[src/rtl/paddle_motion_ctrl.sv]
// Per-paddle position engine: joystick zone -> speed FSM -> clamped y, updated once per frame.
// Optional feature macro PADDLE_AUTO_EN adds auto_mode/target_y tracking of a target coordinate.
module paddle_motion_ctrl #(
  parameter int               POS_W        = 10,
  parameter int               JOY_W        = 10,
  parameter int               Y_INIT       = 40,
  parameter int               Y_MIN        = 10,
  parameter int               Y_MAX        = 420,
  parameter int               PADDLE_H     = 50,
  parameter logic [JOY_W-1:0] FAST_HI      = 10'h300,
  parameter logic [JOY_W-1:0] DEAD_HI      = 10'h220,
  parameter logic [JOY_W-1:0] DEAD_LO      = 10'h180,
  parameter logic [JOY_W-1:0] FAST_LO      = 10'h0F0,
  parameter int               SLOW_STEP    = 1,
  parameter int               FAST_STEP    = 3,
  parameter int               BOOST_STEP   = 6,
  parameter int               BOOST_FRAMES = 8,
  parameter int               STALE_FRAMES = 30
`ifdef PADDLE_AUTO_EN
  ,
  parameter int               AUTO_DEAD      = 2,
  parameter int               AUTO_FAST_DIST = 16
`endif
) (
  input  logic             clk50M,
  input  logic             reset,
  input  logic             endofframe,
  input  logic [JOY_W-1:0] joy_y,
  input  logic             joy_valid,
  output logic [POS_W-1:0] y,
  output logic             isMoving,
  output logic [1:0]       speed_state,
  output logic             at_top,
  output logic             at_bot,
  output logic             stale
`ifdef PADDLE_AUTO_EN
  ,
  input  logic             auto_mode,
  input  logic [POS_W-1:0] target_y
`endif
);

  typedef enum logic [1:0] {
    S_STILL = 2'd0,
    S_SLOW  = 2'd1,
    S_FAST  = 2'd2,
    S_BOOST = 2'd3
  } state_e;

  typedef enum logic [1:0] {
    Z_STILL,
    Z_SLOW,
    Z_FAST
  } zone_e;

  localparam int SW  = POS_W + 2;
  localparam int BW  = $clog2(BOOST_FRAMES + 2);
  localparam int SCW = $clog2(STALE_FRAMES + 1);

  localparam logic signed [SW-1:0] Y_MIN_S    = SW'(Y_MIN);
  localparam logic signed [SW-1:0] Y_MAX_S    = SW'(Y_MAX);
  localparam logic signed [SW-1:0] STEP_SLOW  = SW'(SLOW_STEP);
  localparam logic signed [SW-1:0] STEP_FAST  = SW'(FAST_STEP);
  localparam logic signed [SW-1:0] STEP_BOOST = SW'(BOOST_STEP);
  localparam logic [BW-1:0]        BOOST_LIM  = BW'(BOOST_FRAMES);
  localparam logic [BW-1:0]        BOOST_SAT  = BW'(BOOST_FRAMES + 1);
  localparam logic [SCW-1:0]       STALE_MAX  = SCW'(STALE_FRAMES);
  localparam logic [JOY_W-1:0]     JOY_REST   = JOY_W'((int'(DEAD_LO) + int'(DEAD_HI)) / 2);

  logic             eof_q;
  logic [JOY_W-1:0] joy_q;
  logic [SCW-1:0]   stale_cnt_q, stale_cnt_inc;
  logic [POS_W-1:0] y_q, y_d;
  state_e           state_q, state_d;
  logic [BW-1:0]    boost_q, boost_d;
  logic             dir_q, dir_d;
  logic             moving_q, stale_q;

  logic             frame_pulse, stale_hit;
  zone_e            joy_zone, auto_zone, zone;
  logic             joy_neg, auto_neg, move_neg, auto_active;
  logic signed [SW-1:0] y_ext, step, sum;

  assign frame_pulse   = endofframe & ~eof_q;
  assign stale_cnt_inc = (stale_cnt_q == STALE_MAX) ? stale_cnt_q : stale_cnt_q + 1'b1;
  // A fresh sample arriving on the frame edge means the input is not stale this frame.
  assign stale_hit     = ~joy_valid & (stale_cnt_inc == STALE_MAX);
  assign y_ext         = $signed({2'b00, y_q});

  // NOTE: every variable driven in always_comb gets a default first, so no path can infer a latch.
  always_comb begin
    joy_zone = Z_STILL;
    joy_neg  = 1'b0;
    if (joy_q > FAST_HI) begin
      joy_zone = Z_FAST;
      joy_neg  = 1'b1;
    end else if (joy_q > DEAD_HI) begin
      joy_zone = Z_SLOW;
      joy_neg  = 1'b1;
    end else if (joy_q > DEAD_LO) begin
      joy_zone = Z_STILL;
    end else if (joy_q > FAST_LO) begin
      joy_zone = Z_SLOW;
    end else begin
      joy_zone = Z_FAST;
    end
  end

`ifdef PADDLE_AUTO_EN
  localparam logic signed [SW-1:0] HALF_H   = SW'(PADDLE_H / 2);
  localparam logic [SW-1:0]        DEAD_ABS = SW'(AUTO_DEAD);
  localparam logic [SW-1:0]        FAST_ABS = SW'(AUTO_FAST_DIST);

  logic signed [SW-1:0] dist;
  logic [SW-1:0]        dist_abs;

  // Distance from paddle centre to target; positive means the paddle must move down (y up).
  assign dist        = $signed({2'b00, target_y}) - (y_ext + HALF_H);
  assign dist_abs    = dist[SW-1] ? $unsigned(-dist) : $unsigned(dist);
  assign auto_active = auto_mode;
  assign auto_neg    = dist[SW-1];

  always_comb begin
    if (dist_abs <= DEAD_ABS)      auto_zone = Z_STILL;
    else if (dist_abs <= FAST_ABS) auto_zone = Z_SLOW;
    else                           auto_zone = Z_FAST;
  end
`else
  assign auto_active = 1'b0;
  assign auto_neg    = 1'b0;
  assign auto_zone   = Z_STILL;
`endif

  always_comb begin
    zone     = joy_zone;
    move_neg = joy_neg;
    if (auto_active) begin
      zone     = auto_zone;
      move_neg = auto_neg;
    end else if (stale_hit) begin
      zone = Z_STILL;
    end

    state_d = state_q;
    boost_d = boost_q;
    dir_d   = dir_q;
    case (zone)
      Z_STILL: begin
        state_d = S_STILL;
        boost_d = '0;
      end
      Z_SLOW: begin
        state_d = S_SLOW;
        boost_d = '0;
      end
      default: begin
        if ((state_q == S_FAST || state_q == S_BOOST) && move_neg == dir_q) begin
          if (boost_q != BOOST_SAT) boost_d = boost_q + 1'b1;
          state_d = (boost_d > BOOST_LIM) ? S_BOOST : S_FAST;
        end else begin
          state_d = S_FAST;
          boost_d = BW'(1);
          dir_d   = move_neg;
        end
      end
    endcase

    case (state_d)
      S_SLOW:  step = STEP_SLOW;
      S_FAST:  step = STEP_FAST;
      S_BOOST: step = STEP_BOOST;
      default: step = '0;
    endcase

    // Wide signed sum so a step past either edge saturates instead of wrapping.
    sum = move_neg ? (y_ext - step) : (y_ext + step);
    if (sum < Y_MIN_S)      y_d = POS_W'(Y_MIN);
    else if (sum > Y_MAX_S) y_d = POS_W'(Y_MAX);
    else                    y_d = sum[POS_W-1:0];
  end

  // NOTE: sequential state uses non-blocking assignments only, so every register samples pre-edge values.
  always_ff @(posedge clk50M) begin
    if (reset) begin
      eof_q       <= 1'b1;
      joy_q       <= JOY_REST;
      stale_cnt_q <= '0;
      y_q         <= POS_W'(Y_INIT);
      state_q     <= S_STILL;
      boost_q     <= '0;
      dir_q       <= 1'b0;
      moving_q    <= 1'b0;
      stale_q     <= 1'b0;
    end else begin
      eof_q <= endofframe;
      if (joy_valid) joy_q <= joy_y;
      if (joy_valid)        stale_cnt_q <= '0;
      else if (frame_pulse) stale_cnt_q <= stale_cnt_inc;
      if (frame_pulse) begin
        y_q      <= y_d;
        state_q  <= state_d;
        boost_q  <= boost_d;
        dir_q    <= dir_d;
        moving_q <= (zone != Z_STILL);
        stale_q  <= stale_hit;
      end
    end
  end

  assign y           = y_q;
  assign isMoving    = moving_q;
  assign speed_state = state_q;
  assign stale       = stale_q;
  assign at_top      = (y_q == POS_W'(Y_MIN));
  assign at_bot      = (y_q == POS_W'(Y_MAX));

endmodule

[config.mk]
export PLATFORM = sky130hd
export DESIGN_NAME = paddle_motion_ctrl
export DESIGN_NICKNAME = d
export VERILOG_FILES = /design/src/rtl/paddle_motion_ctrl.sv
export SDC_FILE = /design/constraint.sdc
export NUM_CORES = 1
export LEC_CHECK = 0
export CELL_PAD_IN_SITES_DETAIL_PLACEMENT = 0
export CELL_PAD_IN_SITES_GLOBAL_PLACEMENT = 1
export CORE_ASPECT_RATIO = 1.5
export CORE_UTILIZATION = 32
export CTS_BUF_LIST = sky130_fd_sc_hd__clkbuf_8
export DETAILED_ROUTE_END_ITERATION = 8
export GPL_TIMING_DRIVEN = 0
export PLACE_DENSITY = 0.64
export REMOVE_ABC_BUFFERS = 1
export SLEW_MARGIN = 15
export SYNTH_ARGS = -nofsm -noshare
export SYNTH_HDL_FRONTEND = slang
export SYNTH_SLANG_ARGS = --single-unit
[constraint.sdc]
create_clock -name clk50M -period 6.5 [get_ports clk50M]
set_clock_uncertainty 0.05 [all_clocks]
set_input_delay 1.3 -clock clk50M [delete_from_list [all_inputs] [get_ports clk50M]]
set_output_delay 1.3 -clock clk50M [all_outputs]
set_load 0.02 [all_outputs]
==> impl_metrics.py, run 1 <==
metrics = {
    "global_route": {
        "overflow": 0,
        "antenna_found_initial": 0,
        "grt_pass1_wl_um": 10500,
        "grt_pass1_vias": 2194,
        "grt_max_degree": 33,
        "track_usage_pct": 16.9,
    },
    "drt": {
        "detail_route.wl_per_cell_um": 14.2,
        "wirelength_um": 6040,
        "drt_iter0_markers": 52,
        "drtPass1Iterations": 4,
        "post_drt_via_cell_ratio": 5.22,
        "vias": 2214,
        "final_antenna_net_count": 0,
        "drc_errors": 0,
    },
    "die": {
        "start_util_pct": 33.2,
        "io-pin-count": 30,
        "core-area_um2": 7270,
        "die_width_um": 72.9,
        "die_h_um": 108,
        "rows": 38,
        "die_area_um2": 7900,
    },
    "synth": {
        "synth_edf_count": 0,
        "yosysMostFrequentCell": "dfxtp_1",
        "synth_top_area_share_pct": 29.0,
        "synth_common_cells": "35 x dfxtp_1, 34 x nor2_1, 25 x nand2_1, 21 x a21oi_1, 15 x inv_1",
        "syn-cell-area_um2": 2410,
        "yosys_most_used_dff": "dfxtp_1",
        "seq_area_frac_synth_pct": 29.0,
        "synthDistinctLibCells": 56,
        "synth_top_area_cell": "dfxtp_1",
        "async_flop_share_pct": 0,
        "synthTopCellsByArea": "dfxtp_1 29%, mux2i_1 5.8%, ha_1 5.7%, nor2_1 5.3%, a21oi_1 4.4%",
        "syn_area_per_cell_um2": 8.07,
        "synthCells": 299,
        "synth_seq_cells": 35,
        "yosysWarnings": 0,
    },
    "timing": {
        "worstMarginPinSlew_ps": 1020,
        "maxSlewViolCount": 0,
        "clock.fmax_mhz": 173,
        "grt_setup_unrepaired": "no",
        "setup_viol": 0,
        "hold_viol": 0,
        "fin_crit_sh_pct": 89.0,
        "slew_headroom_pct": 31.8,
        "tns_ps": 0,
        "period_needed_ps": 5790,
    },
    "clock_network": {
        "cts_tree": "done",
        "clkSinkCount": 35,
        "post_cts_buffers": 0,
        "cts_inserted_buffers": 5,
        "postCtsHoldBufs": 0,
        "clkSlewWorstSetupHoldPaths_ps": 80,
        "root_buffer": "clkbuf_8",
        "h-tree-depth": 2,
        "cts_resized": 0,
        "clock_path_buffers": 2,
        "clock_latency_ps": 280,
    },
    "placement": {
        "io_buffer_count": 29,
        "place_congestion": 0.828,
        "dp.cells": 416,
        "dp_hpwl_um": 4550,
    },
    "power_and_ir_drop": {
        "pwr-share-clk_pct": 35.6,
        "p_leak_uw": 0.00107,
        "p_total_uw": 568,
        "p_seq_share_pct": 41.6,
        "p_sw_share_pct": 29.1,
        "p_sw_uw": 165,
        "peakVddDrop_v": 0.000140,
        "power_frac_comb_pct": 22.8,
        "p_int_uw": 403,
        "power_per_cell_area_nw_per_um2": 196,
    },
    "setup_path": {
        "rr_worst_depth": 18,
        "worstPathMaxFanout": 16,
        "end_kind": "flop",
        "timing.rr.start": "joy_q[7]",
        "critPathRequiredTime_ps": 6650,
        "r2r-end": "y[0]",
        "start_kind": "primary input",
        "rrSetupSlack_ps": 1600,
        "worstSetupPathType": "in -> reg",
        "critPathArrivalTime_ps": 5930,
    },
    "worst_hold_path": {
        "holdPathEnd": "speed_state[0]",
        "hold_depth": 2,
        "hp-start": "speed_state[0]",
        "hp-class": "reg -> reg",
    },
    "final_layout": {
        "ff_latch_area_um2": 701,
        "n_antenna_cell": 0,
        "final_nets": 350,
        "layout-drive-gt1-share_pct": 6.48,
        "multi_input_area_um2": 1600,
        "finalNonFillerCells": 424,
        "syn2layout_area_growth_pct": 20.2,
        "fill_cells": 761,
    },
    "status": {
        "outcome": "complete, no violations",
    },
    "run": {
        "cap_violations": 0,
    },
}
[area by class of cell]
| cell class | count | area share, % |
|---|---|---|
| flip-flops and latches | 35 | 24.2 |
| inverters | 15 | 1.94 |
| well taps | 100 | 4.31 |
| clock inverters | 2 | 1.21 |
| clock buffers | 6 | 2.85 |
| repair buffers | 30 | 10.2 |
| multi-input cells | 236 | 55.3 |
[flip-flops by register name, indices dropped and copies added (netlist names)]
| name | count |
|---|---|
| stale | 1 |
| joy_q | 10 |
| stale_cnt_q | 5 |
| speed_state | 2 |
| eof_q | 1 |
| y | 10 |
| boost_q | 4 |
| dir_q | 1 |
| isMoving | 1 |
[worst max-delay path by stage]
stage / start / endpoint / slack [ps] / cells after the start
6_report: joy_valid / y[0] / 710 / 17
5_1_grt: joy_valid / y[3] / 240 / 17
4_1_cts: joy_valid / y[0] / 670 / 17
3_5_place_dp: joy_valid / y[0] / 400 / 17
3_3_place_gp: joy_valid / y[0] / 360 / 17
2_1_floorplan: joy_q[6] / y[0] / 1460 / 18
[critical path: stages]
cell and delay, ps:
clkdlybuf4s50_1 740, nor3_1 300, nand3_1 190, nand2_1 380, inv_1 150, ha_1 340, ha_1 180, inv_1 60
fa_1 470, a21o_1 240, or3_1 300, mux2i_1 170, xor2_1 150, or3_4 430, o21bai_4 150, nand2_2 110
o41ai_2 270
[power by group through the flow]
| stage | logic [uW] | clock network, uW | registers [uW] |
|---|---|---|---|
| after floorplan | 83.7 | 0 | 242 |
| final | 129 | 202 | 237 |
| after global placement | 130 | 0 | 241 |
| after detailed placement | 130 | 0 | 242 |
| after global routing | 147 | 220 | 238 |
| after CTS | 131 | 210 | 237 |
[metrics by stage]
stage | setup slack (ps) | hold slack [ps] | instance area (um2) | util, %
2_1_floorplan | 1460 | 434 | 2350 | -
4_1_cts | 673 | 411 | 2900 | 39.9
5_1_grt | 239 | 437 | 2900 | 39.9
3_5_place_dp | 397 | 399 | 2780 | 38.3
3_3_place_gp | 361 | 394 | 2770 | 38.1
6_report | 714 | 409 | 2900 | 39.9
[cell usage in the layout, fill, tap and decap left out, types with 3 or more instances in the layout]
cell type / n
nor3_1: 11
nand2_1: 25
nand2b_1: 7
o211ai_1: 3
o21ai_0: 8
dfxtp_1: 35
mux2i_1: 14
inv_1: 15
a21oi_1: 21
a211o_1: 4
clkdlybuf4s50_1: 28
clkbuf_8: 6
ha_1: 11
nand3b_1: 3
nor2b_1: 5
xor2_1: 5
and3_1: 3
a211oi_1: 7
a31oi_1: 3
o21bai_1: 3
nand4_1: 6
nand3_1: 13
xnor2_1: 10
nor2_1: 34
[routing by layer]
metal | track usage [%] | routed length (um)
met1 | 19.9 | 2620
met2 | 31.5 | 3160
met3 | 1.77 | 142
met4 | 5.32 | 110
met5 | 0 | 0
[cells by family after synthesis]
kind of cell | synth area share (%)
AOI/OAI and AO/OA | 20.4
DFF | 29.0
xor gates and xnor gates | 5.45
buffers and inverters | 4.72
adders and majority gates | 7.37
muxes | 6.74
and+or+nand+nor | 26.2
Note: power is estimated with default switching activity, not from simulation.
==> run 2: changes to the inputs <==
- ABC_CLOCK_PERIOD_IN_PS: unset -> 6500
- CORE_UTILIZATION: 32 -> 46
- PLACE_DENSITY: 0.64 -> 0.87
- TNS_END_PERCENT: unset -> 100
==> impl_metrics.py, run 2 (synthesized netlist as in run 1, its figures left out) <==
metrics = {
    "status": {
        "outcome": "complete, no violations",
    },
    "clock_network": {
        "h-tree-depth": 2,
        "clkSlewWorstSetupHoldPaths_ps": 70,
        "cts_tree": "done",
        "clock_latency_ps": 290,
        "post_cts_buffers": 0,
        "clock_path_buffers": 2,
        "postCtsHoldBufs": 0,
        "cts_resized": 0,
        "clkSinkCount": 35,
        "root_buffer": "clkbuf_8",
        "cts_inserted_buffers": 5,
    },
    "final_layout": {
        "final_cell_mix": "35 x dfxtp_1, 34 x nor2_1, 28 x clkdlybuf4s50_1, 25 x nand2_1, 21 x a21oi_1",
        "finalNonFillerCells": 390,
        "final_common_cell": "dfxtp_1",
        "final_core_util_pct": 57.7,
        "ff_latch_area_um2": 701,
        "multi_input_area_um2": 1600,
        "fill_cells": 493,
        "n_antenna_cell": 0,
        "layout-drive-gt1-share_pct": 6.17,
        "syn2layout_area_growth_pct": 17.7,
        "final_nets": 350,
    },
    "setup_path": {
        "worstSetupPathType": "in -> reg",
        "critPathArrivalTime_ps": 5880,
        "start_kind": "primary input",
        "cp_slowest_stage_delay_ps": 740,
        "crit_path_top_delay_cell": "clkdlybuf4s50_1",
        "end_kind": "flop",
        "crit_chain": "clkdlybuf4s50_1 -> nor3_1 -> nand3_1 -> nand2_1 -> inv_1 -> ha_1 -> ha_1 -> inv_1 -> fa_1 -> a21o_1 -> or3_1 -> mux2i_1 -> xor2_1 -> or3_4 -> o21bai_4 -> nand2_2 -> o41ai_2",
        "worstPathMaxFanout": 16,
        "cp_top_family": "simple AND/OR/NAND/NOR gates",
        "path_buf_inv": 3,
        "critPathRequiredTime_ps": 6650,
    },
    "die": {
        "die_h_um": 90.7,
        "start_util_pct": 49.0,
        "die_width_um": 61.1,
        "die_area_um2": 5540,
        "core-area_um2": 4930,
        "io-pin-count": 30,
        "rows": 31,
    },
    "timing": {
        "grt_setup_unrepaired": "no",
        "worstMarginPinSlew_ps": 1060,
        "setup_viol": 0,
        "maxSlewViolCount": 0,
        "period_needed_ps": 5730,
        "tns_ps": 0,
        "clock.fmax_mhz": 174,
        "hold_viol": 0,
        "slew_headroom_pct": 29.0,
        "fin_crit_sh_pct": 88.2,
    },
    "power_and_ir_drop": {
        "power_per_cell_area_nw_per_um2": 188,
        "p_total_uw": 535,
        "p_leak_uw": 0.00106,
        "peakVddDrop_v": 0.000148,
    },
    "drt": {
        "drt_iter0_markers": 109,
        "post_drt_via_cell_ratio": 5.72,
        "drtPass1Iterations": 4,
        "wirelength_um": 5610,
        "detail_route.wl_per_cell_um": 14.4,
        "drc_errors": 0,
        "vias": 2229,
        "final_antenna_net_count": 0,
    },
    "global_route": {
        "track_usage_pct": 22.3,
        "grt_max_degree": 33,
        "antenna_found_initial": 0,
        "overflow": 0,
        "grt_pass1_vias": 2109,
        "grt_pass1_wl_um": 9580,
    },
    "run": {
        "cap_violations": 0,
    },
    "worst_hold_path": {
        "hp-class": "reg -> reg",
    },
    "placement": {
        "dp_hpwl_um": 4260,
        "place_congestion": 0.845,
        "io_buffer_count": 29,
        "dp.cells": 382,
    },
}
## run 2: changes by cell type in the layout (fill, tap and decap cells not counted), sizes merged
cell,before,now
bufinv,1,0
clkbuf,6,7
clkinv,1,0
inv,15,16
## run 2: final cells by class
class	instances	share of cell area (%)
Inverter	15	1.98
Timing Repair Buffer	30	10.4
Tap cell	66	2.91
Sequential cell	35	24.7
Clock buffer	7	3.39
Multi-Input combinational cell	236	56.5
Clock inverter	1	0.132
## run 2: metrics by stage
stage | hold WS, ps | setup WS (ps) | instance area [um2]
final | 419 | 769 | 2840
after global routing | 448 | 377 | 2840
after floorplan | 434 | 1460 | 2350
after detailed placement | 410 | 468 | 2750
after global placement | 398 | 456 | 2730
after CTS | 423 | 738 | 2850
## run 2: worst register-to-register path: stages (launching register included)
cell,delay (ps)
dfxtp_1,440
o41ai_2,120
a31oi_2,610
xnor2_1,230
nand3_1,160
o21ai_0,90
and2_1,200
ha_1,320
ha_1,180
inv_1,60
fa_1,470
a21o_1,240
or3_1,310
mux2i_1,180
xor2_1,150
or3_4,420
o21bai_4,140
nand2_2,110
o41ai_2,270
## run 2: worst paths after layout
path | depth (start not counted) | end | slack, ps | startpoint
setup / recovery | 17 | y[0] | 770 | joy_valid
hold / removal | 2 | isMoving | 420 | isMoving
setup reg to reg | 18 | y[0] | 1670 | joy_q[5]
hold reg to reg | 2 | isMoving | 420 | isMoving
## run 2: metal layers
layer	vias to the layer above	wire length, um	GRT usage (%)
li1	1120	-	-
met1	1049	2330	26.0
met2	52	3000	39.2
met3	8	142	2.72
met4	0	131	8.33
met5	-	0	0
## run 2: power by group
part	internal [uW]	leakage, uW	switching (uW)
combinational	56.0	0.000721	73.0
sequential	223	0.000286	13.5
clock	95.1	0.0000557	74.7
total	374	0.00106	161
==> run 3: changes to the inputs <==
- ABC_CLOCK_PERIOD_IN_PS: 6500 -> 5100
- CORE_UTILIZATION: 46 -> 39
- CTS_CLUSTER_DIAMETER: unset -> 120
- PLACE_DENSITY: 0.87 -> 0.79
- SETUP_SLACK_MARGIN: unset -> 0.02
- clock period: 6.5 -> 5.1 ns (I/O delays scaled with it)
==> impl_metrics.py, run 3 (synthesized netlist as in run 1, its figures left out) <==
metrics = {
    "setup_path": {
        "r2r-end": "y[0]",
        "critPathRequiredTime_ps": 5240,
        "critPathArrivalTime_ps": 4950,
        "end_kind": "flop",
        "rr_worst_depth": 18,
        "worstPathMaxFanout": 16,
        "rrSetupSlack_ps": 380,
        "timing.rr.start": "joy_q[0]",
        "worstSetupPathType": "in -> reg",
        "start_kind": "primary input",
        "crit_path_start": "joy_valid",
    },
    "final_layout": {
        "final_cell_mix": "35 x dfxtp_1, 34 x nor2_1, 27 x clkdlybuf4s50_1, 24 x nand2_1, 21 x a21oi_1",
        "n_antenna_cell": 0,
        "final_nets": 350,
        "layout-drive-gt1-share_pct": 7.10,
        "syn2layout_area_growth_pct": 19.0,
        "final_common_cell": "dfxtp_1",
    },
    "placement": {
        "dp_hpwl_um": 4340,
        "io_buffer_count": 29,
        "place_congestion": 0.806,
        "place_ws_ps": -710,
    },
    "die": {
        "start_util_pct": 41.1,
        "core-area_um2": 5870,
        "io-pin-count": 30,
        "die_h_um": 98.3,
        "rows": 34,
        "die_width_um": 66.2,
        "die_area_um2": 6510,
    },
    "global_route": {
        "grt_pass1_vias": 2136,
        "grt_max_degree": 33,
        "antenna_found_initial": 0,
        "grt_pass1_wl_um": 10000,
        "overflow": 0,
        "track_usage_pct": 19.8,
    },
    "timing": {
        "clock.fmax_mhz": 208,
        "slew_headroom_pct": 24.8,
        "maxSlewViolCount": 0,
        "setup_viol": 0,
        "worstMarginPinSlew_ps": 1130,
        "period_needed_ps": 4810,
        "holdWs_ps": 411,
        "grt_setup_unrepaired": "no",
        "hold_viol": 0,
        "fin_crit_sh_pct": 94.4,
        "fin_ws_ps": 287,
    },
    "power_and_ir_drop": {
        "p_sw_share_pct": 29.0,
        "p_int_uw": 514,
        "p_leak_uw": 0.00107,
        "power_frac_comb_pct": 23.1,
        "power_per_cell_area_nw_per_um2": 252,
        "p_seq_share_pct": 41.7,
        "peakVddDrop_v": 0.000235,
        "p_sw_uw": 209,
        "pwr-share-clk_pct": 35.3,
        "p_total_uw": 723,
    },
    "clock_network": {
        "clock_path_buffers": 2,
        "cts_tree": "done",
        "h-tree-depth": 2,
        "clkSlewWorstSetupHoldPaths_ps": 70,
        "root_buffer": "clkbuf_8",
        "postCtsHoldBufs": 0,
        "cts_inserted_buffers": 5,
        "post_cts_buffers": 0,
        "clkSinkCount": 35,
        "clock_latency_ps": 280,
    },
    "drt": {
        "vias": 2235,
        "drc_errors": 0,
        "drt_iter0_markers": 127,
        "post_drt_via_cell_ratio": 5.64,
        "wirelength_um": 5820,
        "final_antenna_net_count": 0,
        "detail_route.wl_per_cell_um": 14.7,
        "drtPass1Iterations": 4,
    },
    "worst_hold_path": {
        "hold_depth": 2,
        "holdPathEnd": "isMoving",
        "hp-class": "reg -> reg",
        "hp-start": "isMoving",
    },
    "run": {
        "cap_violations": 0,
    },
    "status": {
        "outcome": "complete, no violations",
    },
}
==> run 3: cell count changes in the layout (fill, tap and decap cells not counted), sizes merged <==
cell / delta
inv: -1
clkdlybuf4s50: -1
clkinv: +1
bufinv: +1
==> run 3: area by class of cell <==
type | count | area, um2
fill | 609 | 3000
multi-input combinational | 236 | 1620
sequential | 35 | 701
timing repair buffer | 30 | 292
tap | 72 | 90.1
clock buffer | 6 | 82.6
inverter | 15 | 56.3
clock inverter | 2 | 35.0
==> run 3: worst max-delay path by stage <==
stage           end  slack (ps)  cells after the start
5_1_grt        y[0]          40                     17
2_1_floorplan  y[0]          60                     18
3_5_place_dp   y[0]        -710                     17
4_1_cts        y[0]          60                     17
3_3_place_gp   y[0]        -860                     18
6_report       y[0]         290                     17
==> run 3: worst max-delay path, cell delays in order <==
cell      delay, ps
clkbuf_2        260
nor3_1          250
nand3_1         200
o311a_1         210
and2_1          180
ha_1            310
ha_1            180
inv_1            60
fa_1            480
a21o_1          240
or3_1           310
mux2i_1         170
xor2_1          150
or3_4           420
o21bai_4        150
nand2_2         110
o41ai_2         270
==> run 3: stage by stage <==
stage / instance area (um2) / cells / TNS (ps) / util [%]
finish: 2870 / 396 / 0 / 48.9
global route: 2870 / 396 / 0 / 48.9
detailed placement: 2750 / 388 / -4970 / 46.9
global placement: 2740 / 387 / -6370 / 46.6
floorplan: 2350 / 286 / 0 / -
CTS: 2870 / 396 / 0 / 48.9
==> run 3: routing by layer <==
layer  vias to the layer above  share of wire [%]  global-route usage (%)
met5                         -                  0                       0
met3                        10                2.8                    2.80
met4                         0                2.7                    9.33
li1                       1125                  -                       -
met2                        52                 53                    35.6
met1                      1048                 42                    22.0
==> run 3: power by group through the flow <==
| stage | sequential [uW] | clock, uW | combinational (uW) |
|---|---|---|---|
| after floorplan | 308 | 0 | 107 |
| after detailed placement | 308 | 0 | 166 |
| final | 301 | 255 | 167 |
| after global routing | 303 | 278 | 186 |
| after global placement | 307 | 0 | 163 |
| after CTS | 301 | 266 | 167 |
==> run 3: repair_timing <==
action,4_1_cts,5_1_grt
endpoints found under the setup margin,8,7
pin swaps,0,0
resized for setup,2,3
==> RTL edit (config.mk and constraints of run 1) <==
Make the reset (`reset`) asynchronous in one clocked block.
--- a/src/rtl/paddle_motion_ctrl.sv
+++ b/src/rtl/paddle_motion_ctrl.sv
@@ -182,3 +182,3 @@
   // NOTE: sequential state uses non-blocking assignments only, so every register samples pre-edge values.
-  always_ff @(posedge clk50M) begin
+  always_ff @(posedge clk50M or posedge reset) begin
     if (reset) begin
Check against the original RTL: differs if reset is asserted again (counterexample within 4 cycles, from zero or initial values and one cycle with reset high); with reset held inactive, the same outputs for 10 cycles.
==> RTL edit against run 1 <==
Register-to-register slack got worse by 570 ps; sequential cell count did not move; design area grew 5.1%; area after synthesis up 6.9%; global-route usage shrank 1.3 points; routed wire length rose by 5.4%; worst setup slack lost 58 ps; via count down 4.7%; non-clock buffer count fell by 1; sequential share of layout area is 4.9 points higher; count of clock-buffer cells in the layout unchanged; critical endpoint is now y[2]; highest routed layer unchanged.
Power is not compared: it rests on default switching activity, and its combinational part moved more than twofold at a synthesized area within 25%.
==> RTL edit: results (changes against run 1) <==
Global route
The largest net degree at the start of global routing is 36 (was 33). The met3 track utilization from global routing is 1.448% (was 1.771%). The number of global-route vias before repair is 2,064 (was 2,194). The overall global routing resource usage is 15.63% (was 16.94%). The met1 routing resource usage after global routing is 18.13% (was 19.91%).

Final layout
The net total in the final layout is 319 (was 350). The layout cell share with drive strength beyond 1 came to 16.38% (was 6.481%).

Synth
Post-synth top cells: sky130_fd_sc_hd__dfrtp_1 (28), sky130_fd_sc_hd__nor2_1 (25), sky130_fd_sc_hd__nand2_1 (21), sky130_fd_sc_hd__mux2_2 (14), sky130_fd_sc_hd__nand3_1 (14) (was sky130_fd_sc_hd__dfxtp_1 (35), sky130_fd_sc_hd__nor2_1 (34), sky130_fd_sc_hd__nand2_1 (25), sky130_fd_sc_hd__a21oi_1 (21), sky130_fd_sc_hd__inv_1 (15)). Main area contributors after synthesis: sky130_fd_sc_hd__dfrtp_1 (27%), sky130_fd_sc_hd__dfstp_2 (7.1%), sky130_fd_sc_hd__mux2_2 (6.1%), sky130_fd_sc_hd__ha_1 (5.3%), sky130_fd_sc_hd__nor2_1 (3.6%) (was sky130_fd_sc_hd__dfxtp_1 (29%), sky130_fd_sc_hd__mux2i_1 (5.8%), sky130_fd_sc_hd__ha_1 (5.7%), sky130_fd_sc_hd__nor2_1 (5.3%), sky130_fd_sc_hd__a21oi_1 (4.4%)). The flip-flop cell with the highest count after synthesis is sky130_fd_sc_hd__dfrtp_1 (was sky130_fd_sc_hd__dfxtp_1). The async set-reset flop share out of synthesis was 100.0% (was 0%).

Route
The detailed route wirelength on metal3 is 186 um (was 142 um). The initial detailed-routing violation count is 125 (was 52). The vias per cell is 5.339 (was 5.222). The routed wire length per instance was 16.11 um (was 14.23 um).

Place
The estimated wirelength of the detail-placed design is 4704 um (was 4555 um). The routability congestion estimate from global placement is 0.8048 (was 0.8278). The placed instance count was 387 (was 416).

STA
The worst hold slack was 415.9 ps (was 408.8 ps). The worst slew margin relative to its limit is 35.47% (was 31.82%). The clock period minus worst slack is 5844 ps (was 5786 ps).

Critical path
The worst reg2reg path depth is 21 (was 18). The startpoint of the worst-slack reg-to-reg timing path was stale_cnt_q[0] (was joy_q[7]). The biggest cell delay along the critical path is 610 ps (was 740 ps). The gate family responsible for the most delay along the worst path is compound AO/OA/AOI/OAI gates (was simple AND/OR/NAND/NOR gates).

The end point of the critical path was y[2] (was y[0]).

Run status
Outcome: finished, final reports clean (unchanged).
-- RTL edit: final cells by class --
class                   instances  area, um2  share of cell area (%)
flip-flops and latches         35      884.6                   29.01
clock buffers                   6      82.58                   2.708
well taps                     102      127.6                   4.185
inverters                      12      45.04                   1.477
clock inverters                 2      35.03                   1.149
multi-input cells             209       1582                   51.87
repair buffers                 29      292.8                   9.602
-- RTL edit: kinds of logic (layout without fill, tap and decap cells) --
group / count (synthesis) / in the layout / share of synthesized area, %
flip-flops: 35 / 35 / 34.30
adder cells (fa/ha/maj): 14 / 14 / 7.278
XOR/XNOR: 13 / 13 / 4.707
AND/OR/NAND/NOR: 102 / 102 / 21.98
multiplexers: 24 / 24 / 10.67
buffers and inverters: 25 / 49 / 4.463
AO/OA/AOI/OAI: 56 / 56 / 16.60
-- RTL edit: repair_timing --
action                     4_1_cts  5_1_grt
buffers inserted                 0        0
gates resized for setup          0        1
setup endpoints to repair        0        7
